==> config.mk <==
export PLATFORM = sky130hd
export DESIGN_NAME = hs_cdc_pulse_pacer
export DESIGN_NICKNAME = d
export VERILOG_FILES = /design/src/rtl/hs_cdc_pacer_pkg.sv /design/src/rtl/hs_unit_sat_updn_cnt.sv /design/src/rtl/hs_cdc_pulse_pacer.sv
export SDC_FILE = /design/constraint.sdc
export NUM_CORES = 1
export LEC_CHECK = 0
export CAP_MARGIN = 20
export CELL_PAD_IN_SITES_DETAIL_PLACEMENT = 1
export CELL_PAD_IN_SITES_GLOBAL_PLACEMENT = 2
export CORE_ASPECT_RATIO = 0.9
export CORE_MARGIN = 2
export CORE_UTILIZATION = 30
export DETAILED_ROUTE_END_ITERATION = 10
export GPL_TIMING_DRIVEN = 0
export PLACE_DENSITY_LB_ADDON = 0.3
export SKIP_CTS_REPAIR_TIMING = 1
export SYNTH_ARGS = -nofsm -noshare
export SYNTH_HDL_FRONTEND = slang
export SYNTH_HIERARCHICAL = 1
export SYNTH_SLANG_ARGS = --single-unit
==> constraint.sdc <==
create_clock -name clk -period 4.05 [get_ports clk]
set_input_delay 0.81 -clock clk [delete_from_list [all_inputs] [get_ports clk]]
set_output_delay 0.81 -clock clk [all_outputs]
set_load 0.05 [all_outputs]
==> src/rtl/hs_cdc_pacer_pkg.sv <==
// Shared types and limits for the pulse-CDC source-side pacer.
package hs_cdc_pacer_pkg;

    typedef enum logic [1:0] {
        PACER_IDLE = 2'd0,
        PACER_EMIT = 2'd1,
        PACER_GAP  = 2'd2
    } pacer_state_e;

    typedef enum logic [1:0] {
        LEVEL_LOW  = 2'd0,
        LEVEL_HIGH = 2'd1,
        LEVEL_ANY  = 2'd2
    } level_e;

    localparam int unsigned PACER_GAP_W   = 8;
    localparam int unsigned MIN_GAP_LO    = 1;
    localparam int unsigned MIN_GAP_HI    = 255;
    localparam int unsigned CNT_W_LO      = 1;
    localparam int unsigned CNT_W_HI      = 16;

    function automatic logic level_drive(input level_e lvl, input logic active);
        return (lvl == LEVEL_LOW) ? ~active : active;
    endfunction

endpackage

==> src/rtl/hs_unit_sat_updn_cnt.sv <==
// Up/down counter that saturates at all-ones and never wraps below zero.
module hs_unit_sat_updn_cnt #(
    parameter int unsigned WIDTH = 4
) (
    input  logic             clk,
    input  logic             areset,
    input  logic             inc,
    input  logic             dec,
    input  logic             sclr,
    output logic [WIDTH-1:0] dout,
    output logic             sat_hit
);

    localparam logic [WIDTH-1:0] CNT_MAX = {WIDTH{1'b1}};

    logic [WIDTH-1:0] cnt_q, cnt_d;

    always_comb begin
        cnt_d   = cnt_q;
        sat_hit = 1'b0;
        if (sclr) begin
            cnt_d = '0;
        end else if (inc && !dec) begin
            if (cnt_q == CNT_MAX) begin
                sat_hit = 1'b1;
            end else begin
                cnt_d = cnt_q + 1'b1;
            end
        end else if (dec && !inc && (cnt_q != '0)) begin
            cnt_d = cnt_q - 1'b1;
        end
    end

    always_ff @(posedge clk or posedge areset) begin
        if (areset) begin
            cnt_q <= '0;
        end else begin
            cnt_q <= cnt_d;
        end
    end

    assign dout = cnt_q;

endmodule

==> src/rtl/hs_cdc_pulse_pacer.sv <==
// Paces bursty source events into gap-separated pulses for the pulse CDC syncer
// and handles the syncer's overload feedback.
module hs_cdc_pulse_pacer
    import hs_cdc_pacer_pkg::*;
#(
    parameter int unsigned CNT_W        = 4,
    parameter int unsigned MIN_GAP      = 8,
    parameter level_e      ACTIVE_LEVEL = LEVEL_HIGH
) (
    input  logic             clk,
    input  logic             areset,
    input  logic             event_in,
    input  logic             pend_clr,
    input  logic             err_clr,
    output logic             pulse_out,
    output logic [CNT_W-1:0] pending,
    output logic             busy,
    output logic             evt_overflow,
    input  logic             ovld_in,
    output logic             ovld_sclr,
    output logic             link_err
);

    if ((MIN_GAP < MIN_GAP_LO) || (MIN_GAP > MIN_GAP_HI)) begin : g_bad_gap
        $error("hs_cdc_pulse_pacer: MIN_GAP out of range");
    end
    if ((CNT_W < CNT_W_LO) || (CNT_W > CNT_W_HI)) begin : g_bad_cnt_w
        $error("hs_cdc_pulse_pacer: CNT_W out of range");
    end
    if ((ACTIVE_LEVEL != LEVEL_HIGH) && (ACTIVE_LEVEL != LEVEL_LOW)) begin : g_bad_level
        $error("hs_cdc_pulse_pacer: ACTIVE_LEVEL must be LEVEL_HIGH or LEVEL_LOW");
    end

    localparam logic [PACER_GAP_W-1:0] GAP_RELOAD = PACER_GAP_W'(MIN_GAP - 1);

    pacer_state_e            state_q, state_d;
    logic [PACER_GAP_W-1:0]  gap_cnt_q, gap_cnt_d;
    logic                    dec;
    logic                    sat_hit;
    logic                    evt_overflow_q;
    logic                    ovld_sclr_q;
    logic                    link_err_q;
    logic                    link_set;

    hs_unit_sat_updn_cnt #(
        .WIDTH (CNT_W)
    ) u_pend_cnt (
        .clk     (clk),
        .areset  (areset),
        .inc     (event_in),
        .dec     (dec),
        .sclr    (pend_clr),
        .dout    (pending),
        .sat_hit (sat_hit)
    );

    always_comb begin
        state_d   = state_q;
        gap_cnt_d = gap_cnt_q;
        dec       = 1'b0;
        unique case (state_q)
            PACER_IDLE: begin
                if (pending != '0) state_d = PACER_EMIT;
            end
            PACER_EMIT: begin
                dec       = 1'b1;
                state_d   = PACER_GAP;
                gap_cnt_d = GAP_RELOAD;
            end
            PACER_GAP: begin
                if (gap_cnt_q == '0) begin
                    state_d = (pending != '0) ? PACER_EMIT : PACER_IDLE;
                end else begin
                    gap_cnt_d = gap_cnt_q - 1'b1;
                end
            end
            default: state_d = PACER_IDLE;
        endcase
    end

    // A held ovld_in is masked for the cycle the clear is on the wire.
    assign link_set = ovld_in & ~ovld_sclr_q;

    always_ff @(posedge clk or posedge areset) begin
        if (areset) begin
            state_q        <= PACER_IDLE;
            gap_cnt_q      <= '0;
            evt_overflow_q <= 1'b0;
            ovld_sclr_q    <= 1'b0;
            link_err_q     <= 1'b0;
        end else begin
            state_q        <= state_d;
            gap_cnt_q      <= gap_cnt_d;
            ovld_sclr_q    <= link_set;
            evt_overflow_q <= sat_hit  ? 1'b1 : (err_clr ? 1'b0 : evt_overflow_q);
            link_err_q     <= link_set ? 1'b1 : (err_clr ? 1'b0 : link_err_q);
        end
    end

    assign pulse_out    = level_drive(ACTIVE_LEVEL, state_q == PACER_EMIT);
    assign busy         = (state_q != PACER_IDLE) || (pending != '0);
    assign evt_overflow = evt_overflow_q;
    assign ovld_sclr    = ovld_sclr_q;
    assign link_err     = link_err_q;

endmodule

Word level (Yosys, flattened, before mapping)
Cells that the tools add are included.
Storage, ports and cells
  flip-flop bits (word level): 17
  logic and storage cells: 52
  memory bits (writable): 0
  input bits: 6
  latch bits: 0
  memories: 0
  memory bits (read-only): 0
Cells by class
  $mul: 0
  mux-type cells: 17
  add/sub/neg operators: 3
  reductions and logical operators: 17
  equal/unequal tests: 7
  shift-type cells: 0
  divide/modulo/power cells: 0
  bitwise operators: 2
  order comparisons: 0
Operator list (number)
  4-bit 2-to-1 mux: 4
  8-bit case mux with 2 select lines: 1
  8-bit zero test: 1
  1-bit 2-to-1 mux: 8
  8-bit 2-to-1 mux: 1
  2-bit nonzero test: 4
  8-bit by 1-bit subtractor with 8-bit output, second input constant: 1
  2-bit != test, second input constant: 3
  2-bit case mux with 3 select lines: 1
  2-bit AND reduction: 3
  4-bit by 1-bit adder with 4-bit output, second input constant: 1
  4-bit == test, second input constant: 1
  2-bit 2-to-1 mux: 2
  4-bit nonzero test: 1
  4-bit by 1-bit subtractor with 4-bit output, second input constant: 1
  1-bit logical AND: 3
  3-bit != test, second input constant: 1
  3-bit nonzero test: 1
  2-bit by 1-bit == test with 1-bit output, second input constant: 1
  2-bit == test, second input constant: 1
  1-bit zero test: 2
  2-bit zero test: 1
  1-bit bitwise AND: 1
  1-bit logical OR: 1
  1-bit NOT: 1

Longest topological paths before layout
Gate-level depths: netlist (run 1).
  depth after elaboration: 7
  depth in mapped cells: 10
  depth with buffers taken out: 9

Cells and area by module
Netlist (run 1), hierarchy kept.
By module, submodules not included
  hs_cdc_pulse_pacer: area an instance 713.2 µm², cells each 70, sequential area each 325.3 µm², instances 1
  hs_unit_sat_updn_cnt: area an instance 306.5 µm², cells each 32, sequential area each 100.1 µm², instances 1

Worst setup path after synthesis (run 1)
No wires, ideal clock.
  kind: register -> register
  from: reg state_q[0]
  to: reg u_pend_cnt.cnt_q[3] (netlist: u_pend_cnt/dout[3])
  slack: 1.431 ns
  setup time: 0.077 ns
  data required time: 3.973 ns
  stages on the path, launching flop included: 11
  arrival: 2.541 ns
  path through: dfrtp_1 > clkbuf_1 > nand2b_1 > inv_1 > and2b_4 > inv_1 > ha_1 > o21ai_0 > a21oi_1 > or4_1 > a21oi_1
On the way
  word-level cells in the longest chain between the ends: 6
Ends and longest elaborated chain
  start: declaration: line hs_cdc_pulse_pacer.sv:36  | pacer_state_e state_q, state_d;
  start signal: assignment: line hs_cdc_pulse_pacer.sv:92  | state_q <= state_d;
  2-bit by 1-bit == test with 1-bit output *
  via pulse_out: line hs_cdc_pulse_pacer.sv:15  | output logic pulse_out,
  1-bit 2-to-1 mux *: line hs_cdc_pulse_pacer.sv:61  | unique case (state_q)
  1-bit zero test or 1-bit logical AND (tied branches): line hs_unit_sat_updn_cnt.sv:23, hs_unit_sat_updn_cnt.sv:29
  1-bit logical AND, on equally long branches: line hs_unit_sat_updn_cnt.sv:23, hs_unit_sat_updn_cnt.sv:29
  3-bit != test (no source line) (tied with other cells)
  2-bit AND reduction (no source line) or 4-bit 2-to-1 mux (tied branches)
  end signal: assignment: line hs_unit_sat_updn_cnt.sv:38  | cnt_q <= cnt_d;
  end: declaration: line hs_unit_sat_updn_cnt.sv:16  | logic [WIDTH-1:0] cnt_q, cnt_d;
The timed path passes the listed nets; every way through them passes the cells marked *.
A chain may end at the register's enable or synchronous reset.

Final worst setup path (run 1)
  from: reg state_q[0]
  to: out pulse_out
On the way
  word-level cells in the longest chain between the ends: 1
Ends and longest elaborated chain
  2-bit by 1-bit == test with 1-bit output: line hs_cdc_pulse_pacer.sv:100  | assign pulse_out = level_drive(ACTIVE_LEVEL, state_q == PACER_EMIT);
  end: declaration: line hs_cdc_pulse_pacer.sv:15
No other way between the ends.

==> results of run 1 <==
-- registers in the layout (all words and copies together) (netlist names) --
register / flops
evt_overflow: 1
gap_cnt_q: 8
link_err: 1
ovld_sclr: 1
state_q: 2
u_pend_cnt/dout: 4
-- layout make-up --
class,count,share of cell area
tap,44,0.0437
clock buffer,4,0.0357
multi-input combinational,71,0.426
buffer,3,0.0129
sequential,17,0.338
timing repair buffer,14,0.111
inverter,11,0.0328
-- worst max-delay path: stages (launching register included) --
cell and delay, ns:
dfrtp_1 0.38, clkbuf_1 0.34, nand2b_1 0.26, inv_1 0.17
clkdlybuf4s50_1 0.83
-- logic make-up (layout without fill, tap and decap cells) --
group,count (synthesis),after routing
xor gates and xnor gates,3,3
AOI/OAI and AO/OA,27,27
DFF,17,17
muxes,3,3
and+or+nand+nor,35,35
buffers and inverters,14,32
adders and majority gates,3,3
-- power by group through the flow --
stage | registers [mW] | clock network (mW) | logic, mW
floorplan | 0.323 | 0 | 0.280
global placement | 0.273 | 0 | 0.451
finish | 0.275 | 0.129 | 0.463
global route | 0.284 | 0.143 | 0.515
detailed placement | 0.279 | 0 | 0.462
CTS | 0.276 | 0.136 | 0.465
-- per-layer routing --
metal | GRT usage | wire length, um | part of all wire | vias to the layer above
met1 | 0.213 | 1260 | 0.50 | 437
met5 | 0 | 0 | 0 | -
li1 | - | - | - | 408
met4 | 0.0357 | 0 | 0 | 0
met3 | 0.0190 | 73 | 0.029 | 0
met2 | 0.243 | 1200 | 0.47 | 13
-- metrics by stage --
stage          instance area, um2  hold slack (ns)  utilization  worst slack [ns]  cells
2_1_floorplan                1020            0.504            -              1.43    102
3_3_place_gp                 1210            0.425        0.368              1.21    160
4_1_cts                      1260            0.444        0.381             0.987    164
3_5_place_dp                 1210            0.434        0.368              1.15    160
6_report                     1260            0.436        0.381              1.01    164
5_1_grt                      1260            0.478        0.381             0.833    164
-- worst max path at each step --
stage,startpoint,endpoint,slack [ns],cells past startpoint
floorplan,state_q[0],u_pend_cnt/dout[3],1.43,10
global placement,event_in,u_pend_cnt/dout[3],1.21,8
detailed placement,event_in,u_pend_cnt/dout[3],1.15,8
CTS,state_q[0],pulse_out,0.99,4
global route,state_q[0],pulse_out,0.83,4
finish,state_q[0],pulse_out,1.01,4
-- cells in the mapped netlist, types with 2 or more instances --
master	number
o21ai_0	2
nand2_1	8
inv_1	11
xnor2_1	2
nand3b_1	3
nor3_1	4
nor2_1	5
a311oi_1	3
o31ai_1	2
mux2i_1	3
a21oi_1	7
a21o_1	3
ha_1	3
dfrtp_1	17
==> results_tabular.tex, run 1 <==
\begin{tabular}{lr}
\hline
Metric & Value \\
\hline
\multicolumn{2}{l}{\textbf{Setup path}} \\
\quad Crit Path Max Fanout & 10 \\
\quad Worst reg2reg path startpoint & state\_q[0] \\
\quad Category of the critical setup timing path & reg2out \\
\quad Endpoint required time on the critical path & approximately 3.2 ns \\
\quad Worst R2R Path Depth & 10 \\
\quad Crit path DAT & roughly 2.2 ns \\
\quad CP Launch Type & register \\
\quad Kind of end point of the critical path & output pin \\
\quad Setup slack on the worst flop-to-flop path & 1.31 ns \\
\quad Worst reg2reg endpoint & u\_pend\_cnt/dout[3] \\
\multicolumn{2}{l}{\textbf{Min path}} \\
\quad Launch point of the worst hold path & ovld\_sclr \\
\quad Worst hold path type & reg2reg \\
\quad Terminating pin of the worst hold path & ovld\_sclr \\
\quad Instance count along the most critical hold path & 1 \\
\multicolumn{2}{l}{\textbf{Route}} \\
\quad Detailed-route wire length per cell & approximately 15 um \\
\quad Count of routing violations after the opening detailed-route iteration & 29 \\
\quad Vias after detailed routing & 858 \\
\quad Vias per cell & approximately 5.2 \\
\quad Count of antenna-violating nets left after detailed routing & 0 \\
\quad Detailed-route wire length & 2.53 mm \\
\quad DRC errors left & 0 \\
\quad Pre-Repair DR Iteration Count & 4 \\
\multicolumn{2}{l}{\textbf{Pwr}} \\
\quad Power share of the combinational group & 0.534 \\
\quad Sequential group share of total power & 0.317 \\
\quad Total power per unit cell area & 688 nW/um2 \\
\quad Internal power & 460 uW \\
\quad Net load switching power & 407 uW \\
\quad Sw Ratio & 0.469 \\
\quad VDD IR max & $\sim$270 uV \\
\quad Overall power consumption & slightly below 900 uW \\
\quad Leak pwr & approximately 0.56 nW \\
\quad Fraction of power consumed by the clock network & 0.149 \\
\multicolumn{2}{l}{\textbf{Final layout}} \\
\quad Inserted Diodes & 0 \\
\quad Total number of nets in the final design & 130 \\
\quad Fraction of final layout cells with drive strength greater than 1 & 0.117 \\
\quad Most frequent cells in the layout & dfrtp\_1 (17), clkdlybuf4s50\_1 (14), inv\_1 (11) \\
\quad Commonest non-fill, non-tap cell in the layout & dfrtp\_1 \\
\quad Synth-to-layout area growth & 23.6\% \\
\quad Area of combinational cells with multiple inputs & approximately 540 um2 \\
\quad Sequential cell area & 425 um2 \\
\quad Fillers & a little over 400 \\
\multicolumn{2}{l}{\textbf{GRT}} \\
\quad Largest net degree at the start of global routing & 14 \\
\quad Leftover overflow at the end of global routing & 0 \\
\quad Total global routing track utilization & 0.150 \\
\quad Vias in the first global route & approximately 950 \\
\quad Initial antenna violation count & 0 \\
\quad Global-route wire length before repair & $\sim$4.5 mm \\
\multicolumn{2}{l}{\textbf{Synth}} \\
\quad Cells after synthesis & $\sim$100 \\
\quad Count of flip-flops with a built-in enable after synthesis & 0 \\
\quad Main area contributors after synthesis & dfrtp\_1 (42\%), inv\_1 (4.0\%), ha\_1 (3.7\%) \\
\quad Adder and majority cell fraction of the synthesized area & 0.0368 \\
\quad Yosys reg bits & 17 \\
\quad Unique cell type count in the Yosys netlist & 43 \\
\quad Top flip-flop cell by instance count after synthesis & dfrtp\_1 \\
\quad Area share of the largest cell type after synthesis & 0.417 \\
\quad Post-Synth Simple-Gate Area & 0.231 \\
\quad Fraction of registers with async set or reset after synthesis & 1.00 \\
\quad Count of warnings emitted by yosys & 6 \\
\quad Dominant combinational cell family by area after synthesis & simple AND/OR/NAND/NOR gates \\
\quad Cell type with the highest aggregate area in the netlist & dfrtp\_1 \\
\quad Synthesized area divided by synthesized cell count & about 10 um2 \\
\quad Share of synthesized area occupied by flip-flops and latches & 0.417 \\
\quad Xor and xnor area share after synthesis & 0.0258 \\
\quad Synthesized-area fraction occupied by ao, oa, aoi and oai cells & 0.204 \\
\quad Synthesized Nets & approximately 110 \\
\quad Summed instance area of the synthesized netlist & 1020 um2 \\
\quad Mux share of post-synthesis cell area & 0.0294 \\
\multicolumn{2}{l}{\textbf{Timing}} \\
\quad Final-report hold violation count & 0 \\
\quad Fin Clk Skew & roughly 0.001 ns \\
\quad Headroom to the max-slew limit & 0.621 \\
\quad Number of max-slew violations in the final report & 0 \\
\quad Highest clock frequency the design can meet & 329 MHz \\
\quad RSZ-0062 raised after global routing & no \\
\quad Final period util & 0.750 \\
\quad Worst-margin pin slew & approximately 0.57 ns \\
\quad Final TNS setup & 0 ns \\
\quad Total of endpoints with negative setup slack in the final report & 0 \\
\quad Final period demand of the worst path & around 3 ns \\
\multicolumn{2}{l}{\textbf{Placement}} \\
\quad GP Congestion & 0.750 \\
\quad Input/output buffers & 14 \\
\quad Dpl hpwl & around 1.9 mm \\
\multicolumn{2}{l}{\textbf{Floorplan}} \\
\quad DIE HEIGHT & 59.3 um \\
\quad Rows & 20 \\
\quad Initial core utilization & 0.309 \\
\quad Horiz. Die Dim & 65.5 um \\
\quad Placeable core region & 3300 um2 \\
\quad I/O pins & 15 \\
\quad Die outline area & roughly 3900 um2 \\
\multicolumn{2}{l}{\textbf{Flow run}} \\
\quad Number of max-cap violations & 0 \\
\multicolumn{2}{l}{\textbf{Clock tree}} \\
\quad Clock Root Buffer & clkbuf\_8 \\
\quad Clock-pin slew on the worst setup and hold paths & around 0.070 ns \\
\quad Worst skew pair latency & roughly 0.25 ns \\
\quad CTS tree & yes \\
\quad Number of levels the H-tree was split into & 1 \\
\quad Buffer levels on the longest clock path & 2 \\
\quad Number of sinks driven by the clock tree & 17 \\
\quad Clock buffer count from CTS & 3 \\
\multicolumn{2}{l}{\textbf{Status}} \\
\quad Result of the run & complete, no violations \\
\hline
\end{tabular}
No activity file was read; power rests on OpenSTA's default activity.
==> inputs of run 2 (changes only) <==
==> constraint.sdc (replaced) <==
create_clock -name clk -period 2.9 [get_ports clk]
set_input_delay 0.58 -clock clk [delete_from_list [all_inputs] [get_ports clk]]
set_output_delay 0.58 -clock clk [all_outputs]
set_load 0.05 [all_outputs]
==> results_tabular.tex, run 2 (synthesis results as in run 1) <==
\begin{tabular}{lr}
\hline
Metric & Value \\
\hline
\multicolumn{2}{l}{\textbf{Route}} \\
\quad Detailed-route wire length & 2.54 mm (+0.40\%) \\
\quad Vias after detailed routing & 858 (unchanged) \\
\quad Detailed-route wire length per cell & 15.6 um (+1.0\%) \\
\quad Count of routing violations after the opening detailed-route iteration & 28 (-3.4\%) \\
\quad Pre-Repair DR Iteration Count & 4 (unchanged) \\
\quad Count of antenna-violating nets left after detailed routing & 0 (unchanged) \\
\quad Vias per cell & 5.26 (+0.61\%) \\
\quad DRC errors left & 0 (unchanged) \\
\multicolumn{2}{l}{\textbf{Clock tree}} \\
\quad Clock-pin slew on the worst setup and hold paths & 0.07 ns (about the same) \\
\quad CTS tree & yes \\
\quad Number of sinks driven by the clock tree & 17 (unchanged) \\
\quad Clock buffer count from CTS & 3 (unchanged) \\
\quad Buffer levels on the longest clock path & 2 (unchanged) \\
\quad Clock Root Buffer & clkbuf\_8 \\
\quad Number of levels the H-tree was split into & 1 (unchanged) \\
\quad Worst skew pair latency & 0.25 ns (about the same) \\
\multicolumn{2}{l}{\textbf{Setup path}} \\
\quad Category of the critical setup timing path & reg2reg \\
\quad Crit path DAT & 2.83 ns (+0.60 ns) \\
\quad CP peak stage delay & 0.47 ns (-0.36 ns) \\
\quad Crit Path Max Fanout & 10 (unchanged) \\
\quad Chain of cells forming the critical path & buf\_2, nand2b\_1, inv\_1, and2b\_4, inv\_1, ha\_1, o21ai\_0, a21oi\_1, or4\_1, a21oi\_1 \\
\quad CP max stage cell & or4\_1 \\
\quad Sum of buffers and inverters on the critical path & 3 (unchanged) \\
\quad Dominant delay contributor by cell family on the critical path & simple AND/OR/NAND/NOR gates \\
\quad Kind of end point of the critical path & register \\
\quad Endpoint required time on the critical path & 3.07 ns (-0.17 ns) \\
\quad CP Launch Type & register \\
\multicolumn{2}{l}{\textbf{Pwr}} \\
\quad Leak pwr & 0.570 nW (+2.7\%) \\
\quad Total power per unit cell area & 961 nW/um2 (+40\%) \\
\quad VDD IR max & 386 uV (+42\%) \\
\multicolumn{2}{l}{\textbf{Timing}} \\
\quad Final period demand of the worst path & between 2 and 3 ns \\
\quad Final period util & 0.918 \\
\quad Headroom to the max-slew limit & 0.617 (-0.00457) \\
\quad Fin Clk Skew & 0.00282 ns (+0.00184 ns) \\
\quad Total of endpoints with negative setup slack in the final report & 0 (unchanged) \\
\quad Final TNS setup & 0 ns (unchanged) \\
\quad Highest clock frequency the design can meet & roughly 380 MHz \\
\quad RSZ-0062 raised after global routing & no \\
\quad Worst-margin pin slew & 0.574 ns (+0.00684 ns) \\
\quad Number of max-slew violations in the final report & 0 (unchanged) \\
\quad Final-report hold violation count & 0 (unchanged) \\
\multicolumn{2}{l}{\textbf{Final layout}} \\
\quad Fillers & 404 (-0.25\%) \\
\quad Final non-filler cell total & 163 (-0.61\%) \\
\quad Total number of nets in the final design & 129 (-0.77\%) \\
\quad Area of combinational cells with multiple inputs & 537 um2 (unchanged) \\
\quad Sequential cell area & 425 um2 (unchanged) \\
\quad Inserted Diodes & 0 (unchanged) \\
\quad Most frequent cells in the layout & dfrtp\_1 (17), clkdlybuf4s50\_1 (13), inv\_1 (11) \\
\quad Fraction of final layout cells with drive strength greater than 1 & 0.118 (+0.000980) \\
\quad Commonest non-fill, non-tap cell in the layout & dfrtp\_1 \\
\quad Max reg flops & 8 (unchanged) \\
\quad Top reg by flops & gap\_cnt\_q \\
\quad Synth-to-layout area growth & 23.4\% (about the same) \\
\multicolumn{2}{l}{\textbf{Flow run}} \\
\quad Number of max-cap violations & 0 (unchanged) \\
\multicolumn{2}{l}{\textbf{GRT}} \\
\quad Initial antenna violation count & 0 (unchanged) \\
\quad Largest net degree at the start of global routing & 14 (unchanged) \\
\quad Vias in the first global route & 945 (unchanged) \\
\quad Leftover overflow at the end of global routing & 0 (unchanged) \\
\quad Total global routing track utilization & 0.150 (unchanged) \\
\quad Global-route wire length before repair & 4.49 mm (unchanged) \\
\multicolumn{2}{l}{\textbf{Floorplan}} \\
\quad Placeable core region & 3300 um2 (unchanged) \\
\quad Horiz. Die Dim & 65.5 um (unchanged) \\
\quad I/O pins & 15 (unchanged) \\
\quad Rows & 20 (unchanged) \\
\quad Die outline area & 3880 um2 (unchanged) \\
\quad Initial core utilization & 0.309 (unchanged) \\
\quad DIE HEIGHT & 59.3 um (unchanged) \\
\multicolumn{2}{l}{\textbf{Placement}} \\
\quad Placed Cells incl. Taps & 160 (unchanged) \\
\quad Dpl hpwl & 1.89 mm (unchanged) \\
\quad Input/output buffers & 14 (unchanged) \\
\quad GP Congestion & 0.750 (unchanged) \\
\multicolumn{2}{l}{\textbf{Status}} \\
\quad Result of the run & complete, no violations \\
\multicolumn{2}{l}{\textbf{Min path}} \\
\quad Worst hold path type & reg2reg \\
\hline
\end{tabular}
-- run 2: cell types whose count changed in the layout (fill, tap and decap cells not counted) --
cell	previous run	this run
clkdlybuf4s50_1	14	13
clkbuf_1	2	1
dlymetal6s2s_1	0	1
-- run 2: per-layer routing --
metal | track usage | wire (um)
met1 | 0.213 | 1280
met2 | 0.243 | 1200
met3 | 0.0190 | 57
met4 | 0.0357 | 0
met5 | 0 | 0
-- run 2: metrics by stage --
stage	worst slack [ns]	hold WS, ns	util	power [mW]	instance area, um2
after global placement	0.245	0.425	0.368	1.01	1210
after CTS	0.0673	0.444	0.381	1.22	1260
after global routing	0.0239	0.478	0.381	1.31	1260
after detailed placement	0.186	0.434	0.368	1.03	1210
after floorplan	0.281	0.346	-	0.842	1020
final	0.238	0.437	0.381	1.21	1260
-- run 2: path summary, 6_finish.rpt --
check,start,endpoint,cells after the start,slack (ns)
worst max-delay path,state_q[1],u_pend_cnt/dout[3],10,0.24
worst min-delay path,ovld_sclr,ovld_sclr,1,0.44
worst max register to register,state_q[1],u_pend_cnt/dout[3],10,0.24
worst min register to register,ovld_sclr,ovld_sclr,1,0.44
max in group asynchronous,areset,evt_overflow,2,1.82
min in group asynchronous,areset,u_pend_cnt/dout[3],2,0.53
-- run 2: worst reg2reg max path, delay by kind of cell, from the launching register on --
kind | cells | cell delay [ns]
flops | 1 | 0.36
buf+inv | 3 | 0.43
compound gates | 3 | 0.39
simple gates | 3 | 1.07
fa+ha+maj | 1 | 0.33
-- run 2: report_power, final --
part | total, mW | internal (mW) | switching (mW)
combinational | 0.629 | 0.243 | 0.386
clock | 0.184 | 0.0975 | 0.0868
sequential | 0.396 | 0.299 | 0.0972
total | 1.21 | 0.640 | 0.570
-- run 2: layout make-up --
cell class              count  share of cell area
plain buffers               2             0.00994
clock buffers               4              0.0358
inverters                  11              0.0328
multi-input cells          71               0.426
flip-flops and latches     17               0.338
well taps                  44              0.0437
repair buffers             14               0.113
==> inputs of run 3 (changes only) <==
--- a/config.mk
+++ b/config.mk
@@ -5,15 +5,16 @@
 export SDC_FILE = /design/constraint.sdc
 export NUM_CORES = 1
 export LEC_CHECK = 0
+export ABC_CLOCK_PERIOD_IN_PS = 2900
 export CAP_MARGIN = 20
 export CELL_PAD_IN_SITES_DETAIL_PLACEMENT = 1
 export CELL_PAD_IN_SITES_GLOBAL_PLACEMENT = 2
 export CORE_ASPECT_RATIO = 0.9
 export CORE_MARGIN = 2
-export CORE_UTILIZATION = 30
+export CORE_UTILIZATION = 33
 export DETAILED_ROUTE_END_ITERATION = 10
 export GPL_TIMING_DRIVEN = 0
-export PLACE_DENSITY_LB_ADDON = 0.3
+export PLACE_DENSITY = 0.86
 export SKIP_CTS_REPAIR_TIMING = 1
 export SYNTH_ARGS = -nofsm -noshare
 export SYNTH_HDL_FRONTEND = slang
==> results_tabular.tex, run 3 (synthesis results as in run 1) <==
\begin{tabular}{lr}
\hline
Metric & Value \\
\hline
\multicolumn{2}{l}{\textbf{Clock tree}} \\
\quad CTS tree & yes \\
\quad Worst skew pair latency & 0.30 ns (+0.05 ns) \\
\quad Clock buffer count from CTS & 3 (unchanged) \\
\quad Clock-pin slew on the worst setup and hold paths & 0.10 ns (+0.03 ns) \\
\quad Clock Root Buffer & clkbuf\_4 \\
\quad Number of levels the H-tree was split into & 1 (unchanged) \\
\quad Buffer levels on the longest clock path & 2 (unchanged) \\
\quad Number of sinks driven by the clock tree & 17 (unchanged) \\
\multicolumn{2}{l}{\textbf{Setup path}} \\
\quad Worst reg2reg endpoint & u\_pend\_cnt/dout[3] \\
\quad Startpoint of the most critical setup path & u\_pend\_cnt/dout[0] \\
\quad Kind of end point of the critical path & output pin \\
\quad Crit path capture & busy \\
\quad Crit Path Max Fanout & 8 (-2) \\
\quad Crit path DAT & 2.03 ns (-0.80 ns) \\
\quad Category of the critical setup timing path & reg2out \\
\quad Worst reg2reg path startpoint & state\_q[1] \\
\quad Setup slack on the worst flop-to-flop path & 0.30 ns (+0.06 ns) \\
\quad Worst R2R Path Depth & 10 (unchanged) \\
\quad CP Launch Type & register \\
\quad Endpoint required time on the critical path & 2.32 ns (-0.75 ns) \\
\multicolumn{2}{l}{\textbf{Floorplan}} \\
\quad Horiz. Die Dim & 62.6 um (-4.4\%) \\
\quad Die outline area & 3550 um2 (-8.5\%) \\
\quad Rows & 19 (-5.0\%) \\
\quad Initial core utilization & 0.340 (+0.0317) \\
\quad Placeable core region & 3000 um2 (-9.3\%) \\
\quad DIE HEIGHT & 56.7 um (-4.3\%) \\
\quad I/O pins & 15 (unchanged) \\
\multicolumn{2}{l}{\textbf{Pwr}} \\
\quad Total power per unit cell area & 931 nW/um2 (-3.1\%) \\
\quad Leak pwr & 0.563 nW (-1.3\%) \\
\quad Overall power consumption & 1.15 mW (-4.5\%) \\
\quad VDD IR max & 428 uV (+11\%) \\
\multicolumn{2}{l}{\textbf{Timing}} \\
\quad Number of max-slew violations in the final report & 0 (unchanged) \\
\quad Final period demand of the worst path & 2.61 ns (-0.0520 ns) \\
\quad Highest clock frequency the design can meet & 383 MHz (+2.0\%) \\
\quad Total of endpoints with negative setup slack in the final report & 0 (unchanged) \\
\quad Fin Clk Skew & 0.00735 ns (+0.00453 ns) \\
\quad RSZ-0062 raised after global routing & no \\
\quad Final period util & 0.900 (-0.0179) \\
\quad Post-route worst hold slack & 0.446 ns (+0.00818 ns) \\
\quad Final-report hold violation count & 0 (unchanged) \\
\quad Final TNS setup & 0 ns (unchanged) \\
\quad Headroom to the max-slew limit & 0.646 (+0.0296) \\
\quad Post-layout worst setup margin & 0.290 ns (+0.0520 ns) \\
\quad Worst-margin pin slew & 0.530 ns (-0.0443 ns) \\
\multicolumn{2}{l}{\textbf{Route}} \\
\quad Detailed-route wire length & 2.42 mm (-4.8\%) \\
\quad Count of routing violations after the opening detailed-route iteration & 53 (+89\%) \\
\quad Pre-Repair DR Iteration Count & 4 (unchanged) \\
\quad DRC errors left & 0 (unchanged) \\
\quad Vias per cell & 5.33 (+1.2\%) \\
\quad Detailed-route wire length per cell & 15.0 um (-3.7\%) \\
\quad Count of antenna-violating nets left after detailed routing & 0 (unchanged) \\
\quad Vias after detailed routing & 858 (unchanged) \\
\multicolumn{2}{l}{\textbf{Final layout}} \\
\quad Final non-filler cell total & 161 (-1.2\%) \\
\quad Top reg by flops & gap\_cnt\_q \\
\quad Post-route cell area & 1240 um2 (-1.5\%) \\
\quad Synth-to-layout area growth & 21.6\% \\
\quad Total number of nets in the final design & 129 (unchanged) \\
\quad Max reg flops & 8 (unchanged) \\
\quad Fraction of final layout cells with drive strength greater than 1 & 0.126 (+0.00840) \\
\quad Commonest non-fill, non-tap cell in the layout & dfrtp\_1 \\
\quad Most frequent cells in the layout & dfrtp\_1 (17), clkdlybuf4s50\_1 (13), inv\_1 (11) \\
\quad Final Util & 0.414 (+0.0329) \\
\quad Inserted Diodes & 0 (unchanged) \\
\multicolumn{2}{l}{\textbf{Flow run}} \\
\quad Number of max-cap violations & 0 (unchanged) \\
\multicolumn{2}{l}{\textbf{Min path}} \\
\quad Instance count along the most critical hold path & 1 (unchanged) \\
\quad Worst hold path type & reg2reg \\
\multicolumn{2}{l}{\textbf{GRT}} \\
\quad Global-route wire length before repair & 4.21 mm (-6.3\%) \\
\quad Total global routing track utilization & 0.150 (+0.000514) \\
\quad Initial antenna violation count & 0 (unchanged) \\
\quad Largest net degree at the start of global routing & 14 (unchanged) \\
\quad Leftover overflow at the end of global routing & 0 (unchanged) \\
\quad Vias in the first global route & 910 (-3.7\%) \\
\multicolumn{2}{l}{\textbf{Placement}} \\
\quad Input/output buffers & 14 (unchanged) \\
\quad Placed Cells incl. Taps & 158 (-1.3\%) \\
\quad Post-place instance area & 1210 um2 (-0.21\%) \\
\quad Dpl hpwl & 1.85 mm (-2.2\%) \\
\quad GP Congestion & 0.774 (+3.3\%) \\
\quad Worst-case setup slack after placement & 0.152 ns (-0.0346 ns) \\
\multicolumn{2}{l}{\textbf{Status}} \\
\quad Result of the run & complete, no violations \\
\hline
\end{tabular}
-- run 3: how the worst min path moves through the flow --
stage | start | to | slack (ns)
final | ovld_sclr | ovld_sclr | 0.45
after global routing | ovld_sclr | ovld_sclr | 0.48
after CTS | ovld_sclr | ovld_sclr | 0.45
after detailed placement | ovld_sclr | ovld_sclr | 0.44
after global placement | ovld_sclr | ovld_sclr | 0.43
after floorplan | areset | u_pend_cnt/dout[0] | 0.35
-- run 3: layout make-up --
class / instances / area [um2]
timing repair buffer: 14 / 143
inverter: 11 / 41.3
sequential: 17 / 425
multi-input combinational: 71 / 539
buffer: 2 / 12.5
tap: 42 / 52.6
fill: 363 / 1760
clock buffer: 4 / 26.3
-- run 3: worst max-delay path, stage by stage (launching register included) --
cell             delay (ns)
dfrtp_1                0.49
nor4_1                 0.44
nand2_1                0.09
clkdlybuf4s50_1        0.71
-- run 3: per-layer routing --
metal	vias up	routed length (um)	global-route usage
met2	13	1220	0.260
met5	-	0	0
met1	431	1090	0.183
met3	5	66	0.0381
li1	409	-	-
met4	0	33	0.0476
-- run 3: power by group --
group | switching, mW | internal (mW)
combinational | 0.379 | 0.247
sequential | 0.0960 | 0.299
clock | 0.0811 | 0.0537
total | 0.556 | 0.599
